File: src/rtl/key_shift_conditioner.sv
// Synchronizes and debounces the active-low shift key and the data switch, giving one shift strobe per accepted press.
// Define AUTO_REPEAT_EN to add periodic repeat strobes while the key stays held.
module key_shift_conditioner #(
    parameter int unsigned DEBOUNCE_CYCLES = 500000,
    parameter int unsigned SYNC_STAGES     = 2,
    parameter int unsigned REPEAT_CYCLES   = 25000000
) (
    input  logic       CLOCK_50,
    input  logic       reset,
    input  logic       key_n,
    input  logic       sw_in,
    output logic       shift_pulse,
    output logic       shift_bit,
    output logic       key_level,
    output logic [7:0] press_count
);
    localparam int unsigned CNT_W = $clog2(DEBOUNCE_CYCLES);
    localparam logic [CNT_W-1:0] CNT_LAST = CNT_W'(DEBOUNCE_CYCLES - 1);
    localparam logic [CNT_W-1:0] CNT_ONE  = CNT_W'(1);

    typedef enum logic [1:0] {
        RELEASED,
        PRESS_WAIT,
        PRESSED,
        RELEASE_WAIT
    } state_t;

    logic [SYNC_STAGES-1:0] key_sync;
    logic [SYNC_STAGES-1:0] sw_sync;
    logic                   key_s;
    logic                   sw_s;

    state_t           state;
    state_t           state_next;
    logic [CNT_W-1:0] cnt;
    logic [CNT_W-1:0] cnt_next;
    logic             pulse_next;
    logic             bit_next;
    logic [7:0]       count_next;

`ifdef AUTO_REPEAT_EN
    localparam int unsigned REP_W = $clog2(REPEAT_CYCLES);
    localparam logic [REP_W-1:0] REP_LAST = REP_W'(REPEAT_CYCLES - 1);
    localparam logic [REP_W-1:0] REP_ONE  = REP_W'(1);

    logic [REP_W-1:0] rep;
    logic [REP_W-1:0] rep_next;
`endif

    assign key_s = key_sync[SYNC_STAGES-1];
    assign sw_s  = sw_sync[SYNC_STAGES-1];

    // Key chain resets to released (1) so no phantom press follows reset release.
    always_ff @(posedge CLOCK_50 or posedge reset) begin
        if (reset) begin
            key_sync <= '1;
            sw_sync  <= '0;
        end else begin
            key_sync <= {key_sync[SYNC_STAGES-2:0], key_n};
            sw_sync  <= {sw_sync[SYNC_STAGES-2:0], sw_in};
        end
    end

    always_comb begin
        state_next = state;
        cnt_next   = cnt;
        pulse_next = 1'b0;
        bit_next   = shift_bit;
        count_next = press_count;
`ifdef AUTO_REPEAT_EN
        rep_next   = rep;
`endif
        case (state)
            RELEASED: begin
                if (!key_s) begin
                    state_next = PRESS_WAIT;
                    cnt_next   = '0;
                end
            end
            PRESS_WAIT: begin
                if (key_s) begin
                    state_next = RELEASED;
                    cnt_next   = '0;
                end else if (cnt == CNT_LAST) begin
                    state_next = PRESSED;
                    pulse_next = 1'b1;
                    bit_next   = sw_s;
                    count_next = press_count + 8'd1;
`ifdef AUTO_REPEAT_EN
                    rep_next   = '0;
`endif
                end else begin
                    cnt_next = cnt + CNT_ONE;
                end
            end
            PRESSED: begin
                if (key_s) begin
                    state_next = RELEASE_WAIT;
                    cnt_next   = '0;
`ifdef AUTO_REPEAT_EN
                    rep_next   = '0;
                end else if (rep == REP_LAST) begin
                    pulse_next = 1'b1;
                    bit_next   = sw_s;
                    rep_next   = '0;
                end else begin
                    rep_next = rep + REP_ONE;
`endif
                end
            end
            RELEASE_WAIT: begin
                if (!key_s) begin
                    state_next = PRESSED;
                end else if (cnt == CNT_LAST) begin
                    state_next = RELEASED;
                end else begin
                    cnt_next = cnt + CNT_ONE;
                end
            end
            default: begin
                state_next = RELEASED;
                cnt_next   = '0;
            end
        endcase
    end

    // key_level follows the next state so it lines up with the state register.
    always_ff @(posedge CLOCK_50 or posedge reset) begin
        if (reset) begin
            state       <= RELEASED;
            cnt         <= '0;
            shift_pulse <= 1'b0;
            shift_bit   <= 1'b0;
            key_level   <= 1'b0;
            press_count <= '0;
`ifdef AUTO_REPEAT_EN
            rep         <= '0;
`endif
        end else begin
            state       <= state_next;
            cnt         <= cnt_next;
            shift_pulse <= pulse_next;
            shift_bit   <= bit_next;
            key_level   <= (state_next == PRESSED) || (state_next == RELEASE_WAIT);
            press_count <= count_next;
`ifdef AUTO_REPEAT_EN
            rep         <= rep_next;
`endif
        end
    end

endmodule

File: config.mk
export PLATFORM = sky130hd
export DESIGN_NAME = key_shift_conditioner
export DESIGN_NICKNAME = d
export VERILOG_FILES = /design/src/rtl/key_shift_conditioner.sv
export SDC_FILE = /design/constraint.sdc
export NUM_CORES = 1
export LEC_CHECK = 0
export CORE_MARGIN = 1.5
export CORE_UTILIZATION = 47
export DETAILED_ROUTE_END_ITERATION = 8
export PLACE_DENSITY = 0.77
export SYNTH_ARGS = -nofsm -noshare
export SYNTH_HDL_FRONTEND = slang
export SYNTH_SLANG_ARGS = --single-unit
File: constraint.sdc
create_clock -name CLOCK_50 -period 2.1 [get_ports CLOCK_50]
set_input_delay 0.42 -clock CLOCK_50 [delete_from_list [all_inputs] [get_ports CLOCK_50]]
set_output_delay 0.42 -clock CLOCK_50 [all_outputs]
set_load 0.05 [all_outputs]
# Word-level counts from Yosys, hierarchy flattened
# Index checks and enable logic that the tools add are counted.
# totals
ff_bits,36
in_bits,4
output_inout_bits,11
# classes
n_addsub,2
eq_ne,9
muxes,16
bitwise_logic,1
n_reduce_logical,4
# ops
operator,count
$mux W19,5
$pmux W19 S4,1
$add A19 B1 Y19 const B,1
$eq A19 B19 Y1 const B,1
$mux W2,6
$add A8 B1 Y8 const B,1
$eq A2 B2 Y1 const B,4
$pmux W2 S4,1
$ne A2 B2 Y1 const B,3
$reduce_and A3 Y1,2
$mux W1,3
$eq A2 B1 Y1 const B,1
$logic_not A2 Y1,1
$logic_or A1 B1 Y1,1
$not A1 Y1,1

# Longest topological paths before layout
# Gate-level depths: netlist (run 1).
# depth
depth_word,6
ltp_mapped,7
ltp_nobuf,6

# Worst setup path before layout (run 1)
# Ideal clock, no wire load.
# synth_path
path_kind,reg-to-reg
from,register key_level (netlist name)
to,register cnt[14]
setup_ns,0.132
arrival_ns,1.751
required_ns,1.968
slack_ns,0.217
path_stages_with_launch,6
path_buffers,0
period_less_slack_ns,1.883
cell_sequence,dfrtp_1 -> nand2b_1 -> o21ai_1 -> or4_1 -> xor2_1 -> nor2_1
# synth_rtl
element,line,source
to (signal assigned),141,cnt <= cnt_next;
to (decl),35,logic [CNT_W-1:0] cnt;

# Worst setup path in the final report (run 1)
# layout_path
from,register press_count[2]
to,output port press_count[2]
# layout_rtl
element,line,source
from (decl),15,output logic [7:0] press_count
from (signal assigned),145,press_count <= count_next;
# No word-level cell between the ends.

==> impl_metrics.env, run 1 <==
export IMPL_overflow=0
export IMPL_cp_max_fo=5
export IMPL_setup_violations=0
export IMPL_io_buffers=14
export IMPL_grt_pass1_wl_um=6600
export IMPL_place_area_um2=2040
export IMPL_hold_violations=0
export IMPL_synthesis_area_um2=1790
export IMPL_final_util_pct=59.6
export IMPL_post_route_period_util_pct=95.0
export IMPL_crit_required_ps=1680
export IMPL_synth_area_leader_cell="dfrtp_1"
export IMPL_place_gp_congestion=0.884
export IMPL_htree_levels=2
export IMPL_yosys_warnings=0
export IMPL_clock_sinks=35
export IMPL_synth_most_common_cell="dfrtp_1"
export IMPL_clock_skew_final_ps=9.34
export IMPL_dp_cells=239
export IMPL_start_kind="register"
export IMPL_ys_ff_latch=35
export IMPL_via_per_inst=5.86
export IMPL_grt_pass1_vias=1468
export IMPL_tns_ps=0
export IMPL_critical_path_max_stage_delay_ps=840
export IMPL_maxCapViolCount=0
export IMPL_initial_utilization_pct=48.8
export IMPL_fin_cells=251
export IMPL_status="finished clean"
export IMPL_drive_above_1_share_pct=17.7
export IMPL_period_minus_slack_ps=1990
export IMPL_cp_slowest_cell="clkdlybuf4s50_1"
export IMPL_worst_path_buf_inv=1
export IMPL_dpl_hpwl_um=2660
export IMPL_synthCells=170
export IMPL_wl_um=3860
export IMPL_p_total_mw=1.26
export IMPL_die_w_um=64.6
export IMPL_arrival_ps=1570
export IMPL_antenna_found_initial=0
export IMPL_root_buffer="clkbuf_8"
export IMPL_p_leak_nw=0.919
export IMPL_worst_pin_slew_ps=538
export IMPL_cts_buffer_depth=2
export IMPL_rows=22
export IMPL_final_cell_area_um2=2180
export IMPL_cts_buffers_inserted=5
export IMPL_syn_nets=176
export IMPL_hold_class="register to register"
export IMPL_synthTopCellsByCount="dfrtp_1 (33), nand2_1 (14), nor2_1 (14)"
export IMPL_ys_types=47
export IMPL_drc=0
export IMPL_netlist_area_leader_share_pct=46.3
export IMPL_place_ws_ps=48.9
export IMPL_fmaxAchievable_mhz=501
export IMPL_synthFlopType="dfrtp_1"
export IMPL_cts_reportedPaths_clkPinSlew_ps=70
export IMPL_ios=15
export IMPL_finalHoldWorstSlack_ps=353
export IMPL_cp_top_family="buffers and inverters"
export IMPL_path_cells="clkdlybuf4s50_1"
export IMPL_cts_tree="done"
export IMPL_finalMaxSlewViolations=0
export IMPL_path_class="register to output pin"
export IMPL_synthTopCellsByArea="dfrtp_1 (46%), xnor2_1 (5.4%), dfstp_2 (2.9%)"
export IMPL_grtUsageTotal_pct=20.9
export IMPL_grt_max_degree=23
export IMPL_power_density_nw_per_um2=575
export IMPL_max_slew_margin_pct=64.0
export IMPL_antennaDiodeCount=0
export IMPL_die_height_um=64.6
export IMPL_async_flop_share_pct=100
export IMPL_detail_route_wl_per_cell_um=15.4
export IMPL_area_growth_pct=22.2
export IMPL_nNetsFinal=208
export IMPL_dieArea_um2=4180
export IMPL_syn_area_per_cell_um2=10.5
export IMPL_drtAntennaViolNets=0
export IMPL_dr_first_iter_drc_count=97
export IMPL_fin_ws_ps=105
export IMPL_ir_worst_vdd_mv=0.440
export IMPL_routed_via_count=1472
export IMPL_yosysSeqAreaShare_pct=49.2
export IMPL_end_kind="output pin"
export IMPL_coreArea_um2=3660
export IMPL_synth_edf_count=0
export IMPL_dr_pass1_iters=4
export IMPL_insertion_delay_ps=290
-- final timing paths --
check | endpoint | from | depth (start not counted) | slack [ps]
min in group asynchronous | press_count[1]$_DFFE_PP0P_ | reset | 3 | 450
hold / removal | sw_sync[1]$_DFF_PP0_ | sw_sync[0]$_DFF_PP0_ | 0 | 350
setup / recovery | press_count[2] | press_count[2]$_DFFE_PP0P_ | 1 | 110
max in group asynchronous | key_sync[1]$_DFF_PP1_ | reset | 3 | 1320
setup reg to reg | shift_bit$_DFFE_PP0P_ | cnt[1]$_DFFE_PP0P_ | 6 | 130
hold reg to reg | sw_sync[1]$_DFF_PP0_ | sw_sync[0]$_DFF_PP0_ | 0 | 350
-- state kept, by name, summed over array words and instances, names as in the netlist --
register and cells:
press_count 8, cnt 19, shift_pulse 1, shift_bit 1, key_level 1, sw_sync 2
state 1, key_sync 2
-- metal layers --
metal	wire length [µm]	track usage [%]	up-vias
li1	-	-	691
met1	1730	25.5	712
met2	1810	33.1	55
met3	207	6.25	14
met4	108	11.7	0
met5	0	0	-
-- placed cells by master, fill, tap and decap left out, types with 2 or more instances in the layout --
cell,Yosys,layout
nor2_1,14,14
buf_4,0,14
o2111ai_1,3,3
mux2_2,2,2
inv_1,6,6
and4_2,2,2
clkdlybuf4s50_1,0,14
o211ai_1,3,3
dfstp_2,2,2
a31oi_1,2,2
nor4b_1,2,2
xor2_1,4,4
clkbuf_8,0,6
xnor2_1,11,11
dfrtp_1,33,33
nand4b_1,3,3
a21oi_1,5,5
o21bai_1,2,2
nor4_1,2,2
o21ai_1,2,2
nand3_1,6,6
nor2b_1,2,2
nand2b_1,2,2
nand4_1,7,7
nor3_1,5,5
or4_1,2,2
and3_1,4,4
mux2i_1,2,2
a22o_1,2,2
o21ai_0,3,3
or3_1,3,3
nand2_1,14,14
-- report_power, final --
group	switching [mW]	internal [mW]	total [mW]
logic	0.0421	0.0267	0.0689
clock network	0.232	0.264	0.496
registers	0.00673	0.684	0.690
total	0.281	0.975	1.26
-- kinds of logic after synthesis --
group	synth area share (%)
compound gates	9.95
xor+xnor	7.36
fa+ha+maj	1.40
buf+inv	2.59
flops	49.2
mux	2.38
simple gates	27.1
-- what timing repair did --
action	in CTS	in global routing
endpoints found under the setup margin	0	10
gates resized for setup	0	3
setup buffers	0	4
hold buffers	0	0
hold endpoints to repair	0	0
-- area by class of cell --
cell class,instances,area (µm²)
timing repair buffer,29,256
clock buffer,7,86.3
fill,301,1480
inverter,6,22.5
sequential,35,878
multi-input combinational,125,873
tap,48,60.1
clock inverter,1,5.00
No activity file was read; power rests on OpenSTA's default activity.
==> run 2, diff against run 1 <==
--- a/config.mk
+++ b/config.mk
@@ -5,10 +5,12 @@
 export SDC_FILE = /design/constraint.sdc
 export NUM_CORES = 1
 export LEC_CHECK = 0
+export CELL_PAD_IN_SITES_DETAIL_PLACEMENT = 1
+export CELL_PAD_IN_SITES_GLOBAL_PLACEMENT = 1
 export CORE_MARGIN = 1.5
-export CORE_UTILIZATION = 47
+export CORE_UTILIZATION = 45
 export DETAILED_ROUTE_END_ITERATION = 8
-export PLACE_DENSITY = 0.77
+export PLACE_DENSITY = 0.88
 export SYNTH_ARGS = -nofsm -noshare
 export SYNTH_HDL_FRONTEND = slang
 export SYNTH_SLANG_ARGS = --single-unit
==> run 2 against run 1 <==
Final cell count decreased by 0.80%; critical path depth unchanged; highest routed layer unchanged; utilization decreased by 0.78 points; first-iteration DRC count decreased by 22%; non-clock buffer count decreased by 2; clock power increased by 48%; routed wire length increased by 17%; sequential share of layout area decreased by 0.37 points; cell area increased by 0.92%; clock-buffer cell count decreased by 2; via count decreased by 0.88%; register-to-register slack improved by 20 ps.
==> impl_metrics.env, run 2 (synthesis results as in run 1) <==
export IMPL_status="finished clean"
export IMPL_dr_first_iter_drc_count=76
export IMPL_htree_levels=2
export IMPL_layout_commonest_cell="dfrtp_1"
export IMPL_worst_path_buf_inv=1
export IMPL_coreArea_um2=3740
export IMPL_cts_buffer_depth=2
export IMPL_overflow=0
export IMPL_cts_hold_buf=0
export IMPL_antenna_found_initial=0
export IMPL_rows=22
export IMPL_worst_pin_slew_ps=608
export IMPL_via_per_inst=5.86
export IMPL_pwr_share_seq_pct=46.1
export IMPL_tns_ps=0
export IMPL_drc=0
export IMPL_fin_cells=249
export IMPL_clock_sinks=35
export IMPL_cts_reportedPaths_clkPinSlew_ps=70
export IMPL_grt_pass1_wl_um=7500
export IMPL_comb_power_share_pct=4.7
export IMPL_dr_pass1_iters=4
export IMPL_drtAntennaViolNets=0
export IMPL_antennaDiodeCount=0
export IMPL_maxCapViolCount=0
export IMPL_p_leak_nw=0.924
export IMPL_initial_utilization_pct=47.7
export IMPL_detail_route_wl_per_cell_um=18.1
export IMPL_start_kind="register"
export IMPL_grt_pass1_vias=1543
export IMPL_grt_max_degree=36
export IMPL_critical_path_max_stage_delay_ps=850
export IMPL_insertion_delay_ps=290
export IMPL_dpl_hpwl_um=3200
export IMPL_routed_via_count=1459
export IMPL_power_switching_uw=312
export IMPL_grtUsageTotal_pct=23.0
export IMPL_wl_um=4500
export IMPL_max_slew_margin_pct=59.3
export IMPL_ir_worst_vdd_mv=0.576
export IMPL_fmaxAchievable_mhz=501
export IMPL_die_w_um=66.0
export IMPL_crit_required_ps=1680
export IMPL_regMostFlops="cnt"
export IMPL_ios=15
export IMPL_cp_top_family="buffers and inverters"
export IMPL_internal_power_mw=1.18
export IMPL_io_buffers=14
export IMPL_path_class="register to output pin"
export IMPL_finalMaxSlewViolations=0
export IMPL_place_gp_congestion=0.865
export IMPL_largest_reg_flops=19
export IMPL_setup_violations=0
export IMPL_post_route_period_util_pct=95.1
export IMPL_dp_cells=237
export IMPL_final_cell_mix="dfrtp_1 (33), nand2_1 (14), nor2_1 (14), clkdlybuf4s50_1 (14), buf_4 (12)"
export IMPL_top_regs="cnt: 19 flops, press_count: 8 flops"
export IMPL_die_height_um=66.0
export IMPL_cts_tree="done"
export IMPL_hold_class="register to register"
export IMPL_cts_buffers_inserted=5
export IMPL_power_density_nw_per_um2=678
export IMPL_pwr_share_clk_pct=49.2
export IMPL_root_buffer="clkbuf_8"
export IMPL_cp_slowest_cell="clkdlybuf4s50_1"
export IMPL_clock_skew_final_ps=4.27
export IMPL_drive_above_1_share_pct=17.4
export IMPL_cp_max_fo=5
export IMPL_end_kind="output pin"
export IMPL_nNetsFinal=206
export IMPL_dieArea_um2=4350
export IMPL_period_minus_slack_ps=2000
export IMPL_hold_violations=0
export IMPL_path_cells="clkdlybuf4s50_1"
export IMPL_swShare_pct=20.9
export IMPL_rsz0062_at_grt="false"
export IMPL_area_growth_pct=23.3
export IMPL_arrival_ps=1580
## run 2: changes by cell type in the layout (fill, tap and decap cells not counted), sizes merged
cell / previous run / this run
buf: 15 / 13
bufinv: 0 / 2
clkbuf: 7 / 5
clkinv: 1 / 0
clkinvlp: 0 / 1
## run 2: area by class of cell
type | instances | area (µm²)
Tap cell | 48 | 60.1
Multi-Input combinational cell | 125 | 863
Fill cell | 434 | 1540
Clock inverter | 3 | 67.6
Sequential cell | 35 | 878
Timing Repair Buffer | 27 | 241
Inverter | 6 | 22.5
Clock buffer | 5 | 68.8
## run 2: final timing paths
| path | start | endpoint | slack (ps) | cells past startpoint |
|---|---|---|---|---|
| hold / removal | key_sync[0]$_DFF_PP1_ | key_sync[1]$_DFF_PP1_ | 360 | 0 |
| min in group asynchronous | reset | cnt[9]$_DFFE_PP0P_ | 530 | 3 |
| setup / recovery | press_count[3]$_DFFE_PP0P_ | press_count[3] | 100 | 1 |
| hold reg to reg | key_sync[0]$_DFF_PP1_ | key_sync[1]$_DFF_PP1_ | 360 | 0 |
| max in group asynchronous | reset | key_sync[1]$_DFF_PP1_ | 1220 | 3 |
| setup reg to reg | key_sync[1]$_DFF_PP1_ | cnt[15]$_DFFE_PP0P_ | 150 | 5 |
## run 2: timing repair
item,4_1_cts,5_1_grt
setup buffers,0,4
hold endpoints to repair,0,0
setup endpoints to repair,0,10
gates resized for setup,0,2
## run 2: per-stage QoR
step	instance area, µm²	hold slack (ps)	power (mW)	setup WS (ps)	utilization [%]
floorplan	1790	331	0.739	217	-
global placement	2030	344	0.763	123	54.2
detailed placement	2030	347	0.767	65.8	54.2
CTS	2170	359	1.50	6.79	57.9
global route	2200	369	1.53	9.82	58.8
finish	2200	364	1.49	103	58.8
## run 2: power by group through the flow
stage / combinational [mW] / clock, mW / sequential [mW]
after floorplan: 0.0376 / 0 / 0.701
after global placement: 0.0616 / 0 / 0.702
after detailed placement: 0.0641 / 0 / 0.703
after CTS: 0.0655 / 0.741 / 0.690
after global routing: 0.0779 / 0.764 / 0.689
final: 0.0695 / 0.734 / 0.689
## run 2: routing by layer
metal,up-vias,part of all wire (%),global-route usage [%]
li1,681,-,-
met2,21,52,40.9
met5,-,0,0
met1,751,43,27.2
met4,0,1.2,6.12
met3,6,3.3,6.64
